<file path="src/rtl/mul_unit.sv">
// -----------------------------------------------------------------------------
// mul_unit -- iterative 32x32 radix-2 shift-add multiplier for RV32M
// (MUL, MULH, MULHSU, MULHU). It sits beside the EX-stage ALU and holds the
// pipeline with `stall` until the product is ready.
//
// Ports:
//   clk     in   pipeline clock, rising edge
//   rst_n   in   asynchronous active-low reset
//   start   in   request to begin a multiply (ALU multiply flag & EX-valid)
//   funct3  in   000 MUL, 001 MULH, 010 MULHSU, 011 MULHU; funct3[2]=1 ignored
//   x1      in   multiplicand
//   x2      in   multiplier
//   flush   in   synchronous kill, forces IDLE on the next edge
//   stall   out  combinational pipeline freeze
//   busy    out  high whenever the FSM is not IDLE
//   done    out  one-cycle pulse, result valid while high
//   result  out  registered product word (low for MUL, high otherwise)
//
// Latency: start sampled at edge k, 32 iterations on edges k+1..k+32, the
// sign fix-up on edge k+33 enters DONE, so done is high after edge k+33.
// -----------------------------------------------------------------------------
module mul_unit (
  input  logic        clk,
  input  logic        rst_n,
  input  logic        start,
  input  logic [2:0]  funct3,
  input  logic [31:0] x1,
  input  logic [31:0] x2,
  input  logic        flush,
  output logic        stall,
  output logic        busy,
  output logic        done,
  output logic [31:0] result
);

  localparam int unsigned XLEN = 32;

  typedef enum logic [1:0] {
    S_IDLE = 2'd0,
    S_RUN  = 2'd1,
    S_SIGN = 2'd2,
    S_DONE = 2'd3
  } state_e;

  state_e              state_q, state_d;
  logic [XLEN-1:0]     mcand_q, mcand_d;
  // High half is the running accumulator, low half starts as the multiplier
  // and is shifted out one bit per iteration as product bits shift in.
  logic [2*XLEN-1:0]   prod_q, prod_d;
  logic [4:0]          count_q, count_d;
  logic                neg_q, neg_d;
  logic [2:0]          op_q, op_d;
  logic [XLEN-1:0]     result_q, result_d;

  logic                x1_signed_s;
  logic                x2_signed_s;
  logic                accept_s;
  logic [XLEN:0]       sum_s;
  logic [2*XLEN-1:0]   prod_fix_s;

  // Absolute value of an operand; 0x80000000 maps to itself, which is the
  // correct unsigned magnitude 2^31.
  function automatic logic [31:0] magnitude(input logic [31:0] v,
                                            input logic        is_signed);
    logic [31:0] m;
    if (is_signed && v[31]) begin
      m = ~v + 32'd1;
    end else begin
      m = v;
    end
    return m;
  endfunction

  assign x1_signed_s = (funct3 != 3'b011);
  assign x2_signed_s = (funct3[2:1] == 2'b00);
  assign accept_s    = (state_q == S_IDLE) & start & ~funct3[2] & ~flush;

  // One shift-add step: conditional add of the multiplicand with carry out.
  always_comb begin
    sum_s = {1'b0, prod_q[2*XLEN-1:XLEN]};
    if (prod_q[0]) begin
      sum_s = {1'b0, prod_q[2*XLEN-1:XLEN]} + {1'b0, mcand_q};
    end else begin
      sum_s = {1'b0, prod_q[2*XLEN-1:XLEN]};
    end
  end

  // Two's-complement fix-up of the unsigned product when the signs differ.
  always_comb begin
    prod_fix_s = prod_q;
    if (neg_q) begin
      prod_fix_s = ~prod_q + 64'd1;
    end else begin
      prod_fix_s = prod_q;
    end
  end

  // Next-state and datapath update; flush overrides everything.
  always_comb begin
    state_d  = state_q;
    mcand_d  = mcand_q;
    prod_d   = prod_q;
    count_d  = count_q;
    neg_d    = neg_q;
    op_d     = op_q;
    result_d = result_q;
    if (flush) begin
      state_d = S_IDLE;
    end else begin
      case (state_q)
        S_IDLE: begin
          if (accept_s) begin
            mcand_d = magnitude(x1, x1_signed_s);
            prod_d  = {32'd0, magnitude(x2, x2_signed_s)};
            neg_d   = (x1_signed_s & x1[31]) ^ (x2_signed_s & x2[31]);
            op_d    = funct3;
            count_d = 5'd0;
            state_d = S_RUN;
          end else begin
            state_d = S_IDLE;
          end
        end
        S_RUN: begin
          prod_d  = {sum_s, prod_q[XLEN-1:1]};
          count_d = count_q + 5'd1;
          if (count_q == 5'd31) begin
            state_d = S_SIGN;
          end else begin
            state_d = S_RUN;
          end
        end
        S_SIGN: begin
          prod_d  = prod_fix_s;
          if (op_q == 3'b000) begin
            result_d = prod_fix_s[XLEN-1:0];
          end else begin
            result_d = prod_fix_s[2*XLEN-1:XLEN];
          end
          state_d = S_DONE;
        end
        S_DONE: begin
          state_d = S_IDLE;
        end
        default: begin
          state_d = S_IDLE;
        end
      endcase
    end
  end

  // State and datapath registers.
  always_ff @(posedge clk or negedge rst_n) begin
    if (!rst_n) begin
      state_q  <= S_IDLE;
      mcand_q  <= 32'd0;
      prod_q   <= 64'd0;
      count_q  <= 5'd0;
      neg_q    <= 1'b0;
      op_q     <= 3'd0;
      result_q <= 32'd0;
    end else begin
      state_q  <= state_d;
      mcand_q  <= mcand_d;
      prod_q   <= prod_d;
      count_q  <= count_d;
      neg_q    <= neg_d;
      op_q     <= op_d;
      result_q <= result_d;
    end
  end

  // stall is gated by rst_n so it reads 0 throughout reset even if start
  // happens to be high.
  assign stall  = rst_n & (accept_s | (state_q == S_RUN) | (state_q == S_SIGN));
  assign busy   = (state_q != S_IDLE);
  assign done   = (state_q == S_DONE);
  assign result = result_q;

endmodule

</file>
<file path="config.mk">
export PLATFORM = sky130hd
export DESIGN_NAME = mul_unit
export DESIGN_NICKNAME = d
export VERILOG_FILES = /design/src/rtl/mul_unit.sv
export SDC_FILE = /design/constraint.sdc
export NUM_CORES = 1
export LEC_CHECK = 0
export CORE_UTILIZATION = 50
export CTS_CLUSTER_SIZE = 24
export DETAILED_ROUTE_END_ITERATION = 7
export HOLD_SLACK_MARGIN = 0.06
export PLACE_DENSITY_LB_ADDON = 0.12
export SETUP_SLACK_MARGIN = 0.15
export SLEW_MARGIN = 0
export SYNTH_ARGS = -nofsm -noshare
export SYNTH_HDL_FRONTEND = slang
export SYNTH_SLANG_ARGS = --single-unit
</file>
<file path="constraint.sdc">
create_clock -name clk -period 4.8 [get_ports clk]
set_clock_uncertainty 0.05 [all_clocks]
set_input_delay 0.72 -clock clk [delete_from_list [all_inputs] [get_ports clk]]
set_output_delay 0.72 -clock clk [all_outputs]
set_load 0.02 [all_outputs]
</file>
# ---- Word level (Yosys, flattened, before mapping)
# Index checks and enable logic that the tools add are counted.
dict set report word_totals {
  reg_bits 139
  in_bits 71
  output_inout_bits 35
  elab_cells 57
}
dict set report op_classes {
  add_sub_neg 5
  n_eq_ne 6
  muxes 13
  bitwise_logic 14
  n_reduce_logical 12
}
# op n
set ops {}
lappend ops {{one-hot mux 64 bit (3 select lines)} 1}
lappend ops {{2-to-1 mux 64 bit} 2}
lappend ops {{2-to-1 mux 32 bit} 3}
lappend ops {{adder 32 x 1 -> 32 bit (second input constant)} 2}
lappend ops {{adder 64 x 1 -> 64 bit (second input constant)} 1}
lappend ops {{inverter 32 bit} 2}
lappend ops {{inverter 64 bit} 1}
lappend ops {{adder 32 x 32 -> 33 bit} 1}
lappend ops {{2-to-1 mux 33 bit} 1}
lappend ops {{one-hot mux 5 bit (2 select lines)} 1}
lappend ops {{AND reduction 3 bit} 3}
lappend ops {{one-hot mux 2 bit (4 select lines)} 1}
lappend ops {{bitwise AND 1 bit} 6}
lappend ops {{adder 5 x 1 -> 5 bit (second input constant)} 1}
lappend ops {{equality test 5 bit (second input constant)} 1}
lappend ops {{2-to-1 mux 5 bit} 1}
lappend ops {{equality test 2 bit (second input constant)} 2}
lappend ops {{zero test 2 bit} 2}
lappend ops {{2-to-1 mux 2 bit} 2}
lappend ops {{nonzero test 2 bit} 2}
lappend ops {{zero test 3 bit} 1}
lappend ops {{inequality test 3 x 2 -> 1 bit (second input constant)} 1}
lappend ops {{nonzero test 3 bit} 1}
lappend ops {{equality test 2 x 1 -> 1 bit (second input constant)} 1}
lappend ops {{7 further kinds} 10}

# ---- Depth between registers and ports, before layout
# Gate-level depths: netlist of the first run.
dict set report depth {
  ltp_word 7
  ltp_mapped 13
  ltp_nobuf 11
}

# ---- Worst setup path after synthesis of the first run
# OpenSTA, ideal clock, no wires.
dict set report synth_timing {
  kind {register to register}
  startpoint {register prod_q[0]}
  endpoint {register result_q[8], in the netlist result[8]}
  setup_time_ps 126
  arrival_ps 2906
  required_ps 4624
  path_slack_ps 1718
  stages_incl_launch_ff 14
  path_buffers 3
  period_less_slack_ps 3082
  cell_sequence {dfrtp_1 clkbuf_1 inv_1 clkbuf_1 ha_1 nand2b_1 or4_1 clkbuf_1 nor2_4 nand3_1 o31ai_2 xnor2_1 nor2_1 a221o_1}
}
dict set report synth_via {
  elab_chain_len 4
}
# item line_no
set synth_rtl {}
lappend synth_rtl {{from (decl)} 49} ;# logic [2*XLEN-1:0] prod_q, prod_d;
lappend synth_rtl {{from (signal assigned)} 164} ;# prod_q <= prod_d;
lappend synth_rtl {{inverter 64 bit} 92} ;# prod_fix_s = ~prod_q + 64'd1;
lappend synth_rtl {{adder 64 x 1 -> 64 bit} 92}
lappend synth_rtl {{2-to-1 mux 64 bit} 91} ;# if (neg_q) begin
lappend synth_rtl {{2-to-1 mux 32 bit} 134} ;# if (op_q == 3'b000) begin
lappend synth_rtl {{to (signal assigned)} 168} ;# result_q <= result_d;
lappend synth_rtl {{to (decl)} 53} ;# logic [XLEN-1:0] result_q, result_d;
# Every way passes these cells.
# A chain may end at the register's enable or synchronous reset.

# ---- Worst setup path in the final report of the first run
dict set report layout_timing {
  startpoint {register prod_q[4]}
  endpoint {register prod_q[47]}
}
dict set report layout_via {
  elab_chain_len 4
}
# item line_no
set layout_rtl {}
lappend layout_rtl {{inverter 64 bit} 92}
lappend layout_rtl {{adder 64 x 1 -> 64 bit} 92}
lappend layout_rtl {{2-to-1 mux 64 bit} 91}
lappend layout_rtl {{one-hot mux 64 bit (3 select lines)} 110} ;# case (state_q)
# Every way passes these cells.

==> results of run 1 <==
-- power breakdown --
group | leakage (nW) | total, W | internal, W | switching, W
Combinational | 3.29 | 0.00129 | 0.000548 | 0.000743
Sequential | 1.73 | 0.00153 | 0.00133 | 0.000200
Clock | 0.301 | 0.00142 | 0.000891 | 0.000533
Total | 5.32 | 0.00425 | 0.00277 | 0.00148
-- path summary, 6_finish.rpt --
kind | from | endpoint | slack (ns) | cells after the start
worst max-delay path | prod_q[4] | prod_q[47] | 1.21 | 7
worst min-delay path | rst_n | mcand_q[1] | 0.13 | 1
worst max register to register | prod_q[4] | prod_q[47] | 1.21 | 7
worst min register to register | result[5] | result[5] | 0.43 | 2
max in group asynchronous | rst_n | neg_q | 3.46 | 2
min in group clk | result[5] | result[5] | 0.43 | 2
-- metrics by stage --
stage	total power, W	std cells	setup WS [ns]
floorplan	0.002369	1380	1.718
global placement	0.002802	1700	1.139
detailed placement	0.002821	1700	1.106
CTS	0.004246	1731	1.375
global route	0.004468	1731	1.170
finish	0.004246	1731	1.210
-- cell usage after synthesis, types with 16 or more instances --
master	n	area, µm²
dfrtp_1	139	3478
o22ai_1	29	181.4
clkbuf_1	75	281.5
xor2_1	58	508.0
nand2_1	106	397.9
nor3_1	61	305.3
a21oi_1	138	690.7
nand3_1	30	150.1
nor2_1	139	521.8
inv_1	39	146.4
o21ai_0	93	465.5
or3_1	18	112.6
nand2b_1	16	100.1
a221oi_1	28	245.2
o31ai_1	27	202.7
ha_1	42	525.5
xnor2_1	83	727.0
-- routing by layer --
layer,track usage [%],up-vias
met1,42.04,5379
met5,0,-
met3,5.753,63
met4,9.800,0
li1,-,5209
met2,50.68,420
-- area by class of cell --
cell class	count	share of cell area, %
Sequential cell	139	26.74
Inverter	39	1.125
Clock buffer	19	3.480
Clock inverter	12	1.317
Timing Repair Buffer	128	9.413
Multi-Input combinational cell	1114	55.24
Tap cell	280	2.692
-- sequential cells by signal (all words and copies together) (netlist names) --
signal,cells
neg_q,1
op_q,3
state_q,2
prod_q,64
mcand_q,32
result,32
count_q,5
-- layout by cell type, fill, tap and decap left out, types with 9 or more instances in the layout --
cell type	synthesis	layout
o22ai_1	29	29
o21ai_0	93	93
o221ai_1	12	12
ha_1	42	42
inv_1	39	39
nand3_1	30	30
nand2_1	106	106
xor2_1	58	58
o21a_1	15	15
nor2_1	139	139
o21ai_1	9	9
o211ai_1	13	13
o31ai_1	27	27
o41ai_1	9	9
clkbuf_16	0	17
nor2b_1	11	11
clkdlybuf4s50_1	0	104
a21o_1	15	15
dfrtp_1	139	138
a221oi_1	28	28
a21oi_1	138	138
or4_1	12	12
buf_4	0	23
nor3_1	61	59
or3_1	18	18
nand2b_1	16	16
a31oi_1	15	15
xnor2_1	83	83
-- cell families after synthesis --
kind of cell	synth area share, %
compound gates	27.44
simple gates	19.88
xor+xnor	11.10
flops	31.25
buf+inv	4.362
fa+ha+maj	4.902
mux	1.068
==> qor.csv, run 1 <==
metric,value,unit
outcome,finished clean,
CP Buf/Inv Count,0,
later-pin clock latency in the skew report,0.43,ns
crit-path max FO,5,
largest net degree at the start of global routing,72,
count of final setup violators,0,
"critical path, cell by cell",or3_1 -> nor4_1 -> nand4_1 -> or3_1 -> o31ai_1 -> xor2_1 -> o221ai_1,
Achievable Freq,278.5,MHz
synth warn,0,
crit-path leading delay family,simple AND/OR/NAND/NOR gates,
CTS Buffer Depth,2,
full die area,0.02286,mm²
GR Overflow Total,0,
post-CTS setup repair buffer count,0,
initial antenna violation count,0,
Final Hold Vio Count,0,
dpl hpwl,25580,µm
Multi-input gate area,0.007188,mm²
Synth Register Bits,139,
Netlist cell types,76,
CTS Buf Count,17,
clock sink count,139,
Final #Nets,1553,
Crit path top cell by count,or3_1,
"wirelength, routed",34470,µm
Tightest Pin Transition,1.232,ns
Slew Limit Fails,0,
met3 wire len,2171,µm
CTS Root Cell,clkbuf_16,
RSZ-0062 raised after global routing,false,
# hold bufs at CTS,0,
TritonCTS clock tree,built,
Placer Congestion,0.9022,
post-layout util,59.63,%
fin area,0.01301,mm²
DRT antenna net count,0,
crit share post-route,74.79,%
DRC viols,0,
metal2 WL,16340,µm
Syn Nets,1494,
CORE AREA,0.02182,mm²
Hold Path Class,in -> async,
htree depth,4,
Synth Flop Type,dfrtp_1,
DR WL/cell,19.91,µm
first drt pass iteration count,6,
Min Hold Slack,0.1261,ns
share of synthesized registers carrying an async set or reset,100.0,%
met1 wire length,15120,µm
"Max stage delay cell, worst path",nor4_1,
layout cells sized above 1,6.823,%
Synth Instances,1380,
worst endpoint required time,5.03,ns
cts repair resizes,0,
Total Routing Usage GR,31.27,%
Initial Utilization,51.00,%
endpoint type of the worst setup path,flop,
Port Buffer Count,105,
Leakage,5.316,nW
global-route wire length before repair,55340,µm
pwr/cell area,326.2,mW/mm²
P&R area growth vs syn,16.93,%
Crit Path Class,reg -> reg,
DR top layer,met4,
Avg Synthesized Cell Area,8.065,µm²
Startpoint Class,flop,
IO Pins,106,
Ant. Diodes,0,
share of the yosys chip area belonging to registers,31.25,%
vias in the first global route,10390,
slew margin rel.,17.40,%
Register Area,0.003480,mm²
min cycle time layout,3.590,ns
max_cap viols,0,
routed via count,11070,
"EDFF count, synth",0,
area of placed instances,0.01239,mm²
maximum vdd drop,0.0002156,V
initial DRC count,886,
row cnt,54,
Netlist Area Pre-Place,0.01113,mm²
"Largest stage delay, worst path",0.79,ns
via/cell ratio,6.396,
die extent in x,151.2,µm
die height,151.2,µm
Filler Cells Inserted,2020,
clock-pin slew on the worst setup and hold paths,0.07,ns
TNS Setup,0,ns
crit path DAT,3.82,ns
(Power assumes the default switching activity.)
==> inputs of run 2 (changes only) <==
Clock period 4.8 ns to 3.56 ns, I/O delays scaled along.
==> run 2 against run 1 <==
  * Sequential power increased by 35%
  * Core utilization increased by 0.72 points
  * Cell count increased by 1.3%
  * Via count decreased by 0.54%
  * Wire length increased by 0.13%
  * Flip-flop and latch count unchanged
  * First-iteration DRC count decreased by 1.7%
  * Cell area increased by 1.2%
  * Critical endpoint is now prod_q[59]
  * Maximum frequency increased by 11%
  * Power increased by 34%
  * Clock-buffer cell count unchanged
==> qor.csv, run 2 (same netlist as run 1, synthesis figures left out) <==
metric,value,unit,change
Placer Congestion,0.9215,,was 0.9022
TNS Setup,0,ns,unchanged
Total Routing Usage GR,31.32,%,was 31.27%
die extent in x,151.2,µm,unchanged
first drt pass iteration count,5,,was 6
"Largest stage delay, worst path",0.47,ns,was 0.79 ns
Slew Limit Fails,0,,unchanged
Largest Register,prod_q,,unchanged
Filler Cells Inserted,1990,,was 2020
routed via count,11010,,was 11.07k
die height,151.2,µm,unchanged
largest net degree at the start of global routing,72,,unchanged
max_cap viols,0,,unchanged
CTS Root Cell,clkbuf_16,,unchanged
Crit path top cell by count,o211ai_1,,was or3_1
maximum vdd drop,0.0003150,V,was 0.0002156 V
Final Non-Filler Cells,1754,,was 1731
crit-path leading delay family,compound AO/OA/AOI/OAI gates,,was simple AND/OR/NAND/NOR gates
P&R area growth vs syn,18.34,%,was 16.93%
"wirelength, routed",34520,µm,was 34470 µm
layout cells sized above 1,8.277,%,was 6.823%
full die area,0.02286,mm²,unchanged
DR WL/cell,19.68,µm,was 19.91 µm
Crit Path Class,reg -> reg,,unchanged
min cycle time layout,3.237,ns,was 3.590 ns
dpl hpwl,26250,µm,was 25580 µm
slew margin rel.,50.69,%,was 17.40%
count of final setup violators,0,,unchanged
DRT antenna net count,0,,unchanged
Initial Utilization,51.00,%,unchanged
CTS Buffer Depth,2,,unchanged
"commonest non-fill, non-tap cells in the layout","nor2_1, a21oi_1, dfrtp_1, nand2_1, clkdlybuf4s50_1",,unchanged
via/cell ratio,6.278,,was 6.396
"Max stage delay cell, worst path",o31ai_1,,was nor4_1
post-CTS setup repair buffer count,0,,unchanged
CTS Buf Count,17,,unchanged
initial DRC count,871,,was 886
crit path DAT,3.48,ns,was 3.82 ns
crit-path max FO,6,,was 5
row cnt,54,,unchanged
outcome,finished clean,,unchanged
later-pin clock latency in the skew report,0.43,ns,about the same
max FFs per register,64,,unchanged
Hold Path Class,reg -> reg,,was in -> async
CORE AREA,0.02182,mm²,unchanged
"critical path, cell by cell",ha_1 -> inv_1 -> fa_1 -> nor2b_1 -> o31a_1 -> o211ai_1 -> a31oi_1 -> nor4b_1 -> o31ai_1 -> xnor2_1 -> o211ai_1,,was or3_1 -> nor4_1 -> nand4_1 -> or3_1 -> o31ai_1 -> xor2_1 -> o221ai_1
crit share post-route,90.91,%,was 74.79%
htree depth,4,,unchanged
Final #Nets,1576,,was 1553
clock-pin slew on the worst setup and hold paths,0.06,ns,was 0.07 ns
DRC viols,0,,unchanged
Achievable Freq,309.0,MHz,was 278.5 MHz
GR Overflow Total,0,,unchanged
pwr/cell area,430.9,mW/mm²,was 326.2 mW/mm²
Ant. Diodes,0,,unchanged
vias in the first global route,10480,,was 10.39k
RSZ-0062 raised after global routing,true,,was false
placed instance count,1722,,was 1700
endpoint type of the worst setup path,flop,,unchanged
Final Hold Vio Count,0,,unchanged
CP Buf/Inv Count,1,,was 0
worst endpoint required time,3.81,ns,was 5.03 ns
TritonCTS clock tree,built,,unchanged
Leakage,5.424,nW,was 5.316 nW
"most common cell after layout, fill and taps aside",nor2_1,,unchanged
Port Buffer Count,105,,unchanged
Tightest Pin Transition,0.7396,ns,was 1.232 ns
Startpoint Class,flop,,unchanged
clock sink count,139,,unchanged
IO Pins,106,,unchanged
initial antenna violation count,0,,unchanged
global-route wire length before repair,55370,µm,was 55340 µm
-- run 2: cell types whose count changed in the layout (fill, tap and decap cells not counted), sizes merged --
cell,before,now
bufinv,4,3
buf,24,46
dlygate4sd3,0,1
clkinv,5,7
clkinvlp,3,2
-- run 2: final timing paths --
check / depth (start not counted) / slack, ns / to / startpoint
max: 11 / 0.32 / prod_q[59] / prod_q[32]
min: 2 / 0.45 / result[30] / result[30]
max reg2reg: 11 / 0.32 / prod_q[59] / prod_q[32]
min reg2reg: 2 / 0.45 / result[30] / result[30]
max in group asynchronous: 3 / 2.06 / neg_q / rst_n
min in group asynchronous: 2 / 0.50 / mcand_q[3] / rst_n
-- run 2: per-stage QoR --
step | hold slack, ns | power (W) | utilization, % | area [µm²] | setup slack (ns)
after floorplan | 0.1884 | 0.003194 | - | 11130 | 0.4776
after global placement | 0.3744 | 0.003788 | 57.53 | 12550 | 0.1968
after detailed placement | 0.3786 | 0.003817 | 57.53 | 12550 | 0.1259
after CTS | 0.4500 | 0.005674 | 60.33 | 13170 | 0.3881
after global routing | 0.4622 | 0.005967 | 60.35 | 13170 | 0.1364
final | 0.4463 | 0.005674 | 60.35 | 13170 | 0.3234
-- run 2: what timing repair did --
action / in CTS / in global routing
endpoints found under the hold margin: 24 / 0
setup endpoints to repair: 0 / 2
hold buffers: 1 / 0
gates resized for setup: 0 / 1
-- run 2: layer usage --
layer	wire (µm)	share of wire, %	global-route usage (%)
met1	15510	45	43.52
met2	16280	47	50.46
met3	2104	6.1	4.639
met4	623	1.8	8.650
met5	0	0	0
-- run 2: where the power goes --
group / switching (W) / internal (W) / total, W
sequential: 0.000266 / 0.00180 / 0.00206
combinational: 0.00101 / 0.000747 / 0.00176
clock: 0.000723 / 0.00113 / 0.00185
total: 0.00200 / 0.00367 / 0.00567
-- run 2: layout make-up --
cell class                      count  area, µm²  area share [%]
Multi-Input combinational cell   1114       7193           54.62
Sequential cell                   139       3480           26.42
Timing Repair Buffer              151       1400           10.63
Clock buffer                       19      452.9           3.439
Tap cell                          280      350.3           2.660
Clock inverter                     12      147.6           1.121
Inverter                           39      146.4           1.112
-- run 2: worst reg2reg max path, stage by stage (launching register included) --
cell	delay, ns
dfrtp_1	0.44
ha_1	0.21
inv_1	0.05
fa_1	0.39
nor2b_1	0.21
o31a_1	0.24
o211ai_1	0.18
a31oi_1	0.40
nor4b_1	0.15
o31ai_1	0.47
xnor2_1	0.21
o211ai_1	0.11
==> inputs of run 3 (changes only) <==
Settings changed: HOLD_SLACK_MARGIN 0.06 to 0.1.
==> results of run 3 <==
Final layout, timing and power as in run 2 (identical DEF).
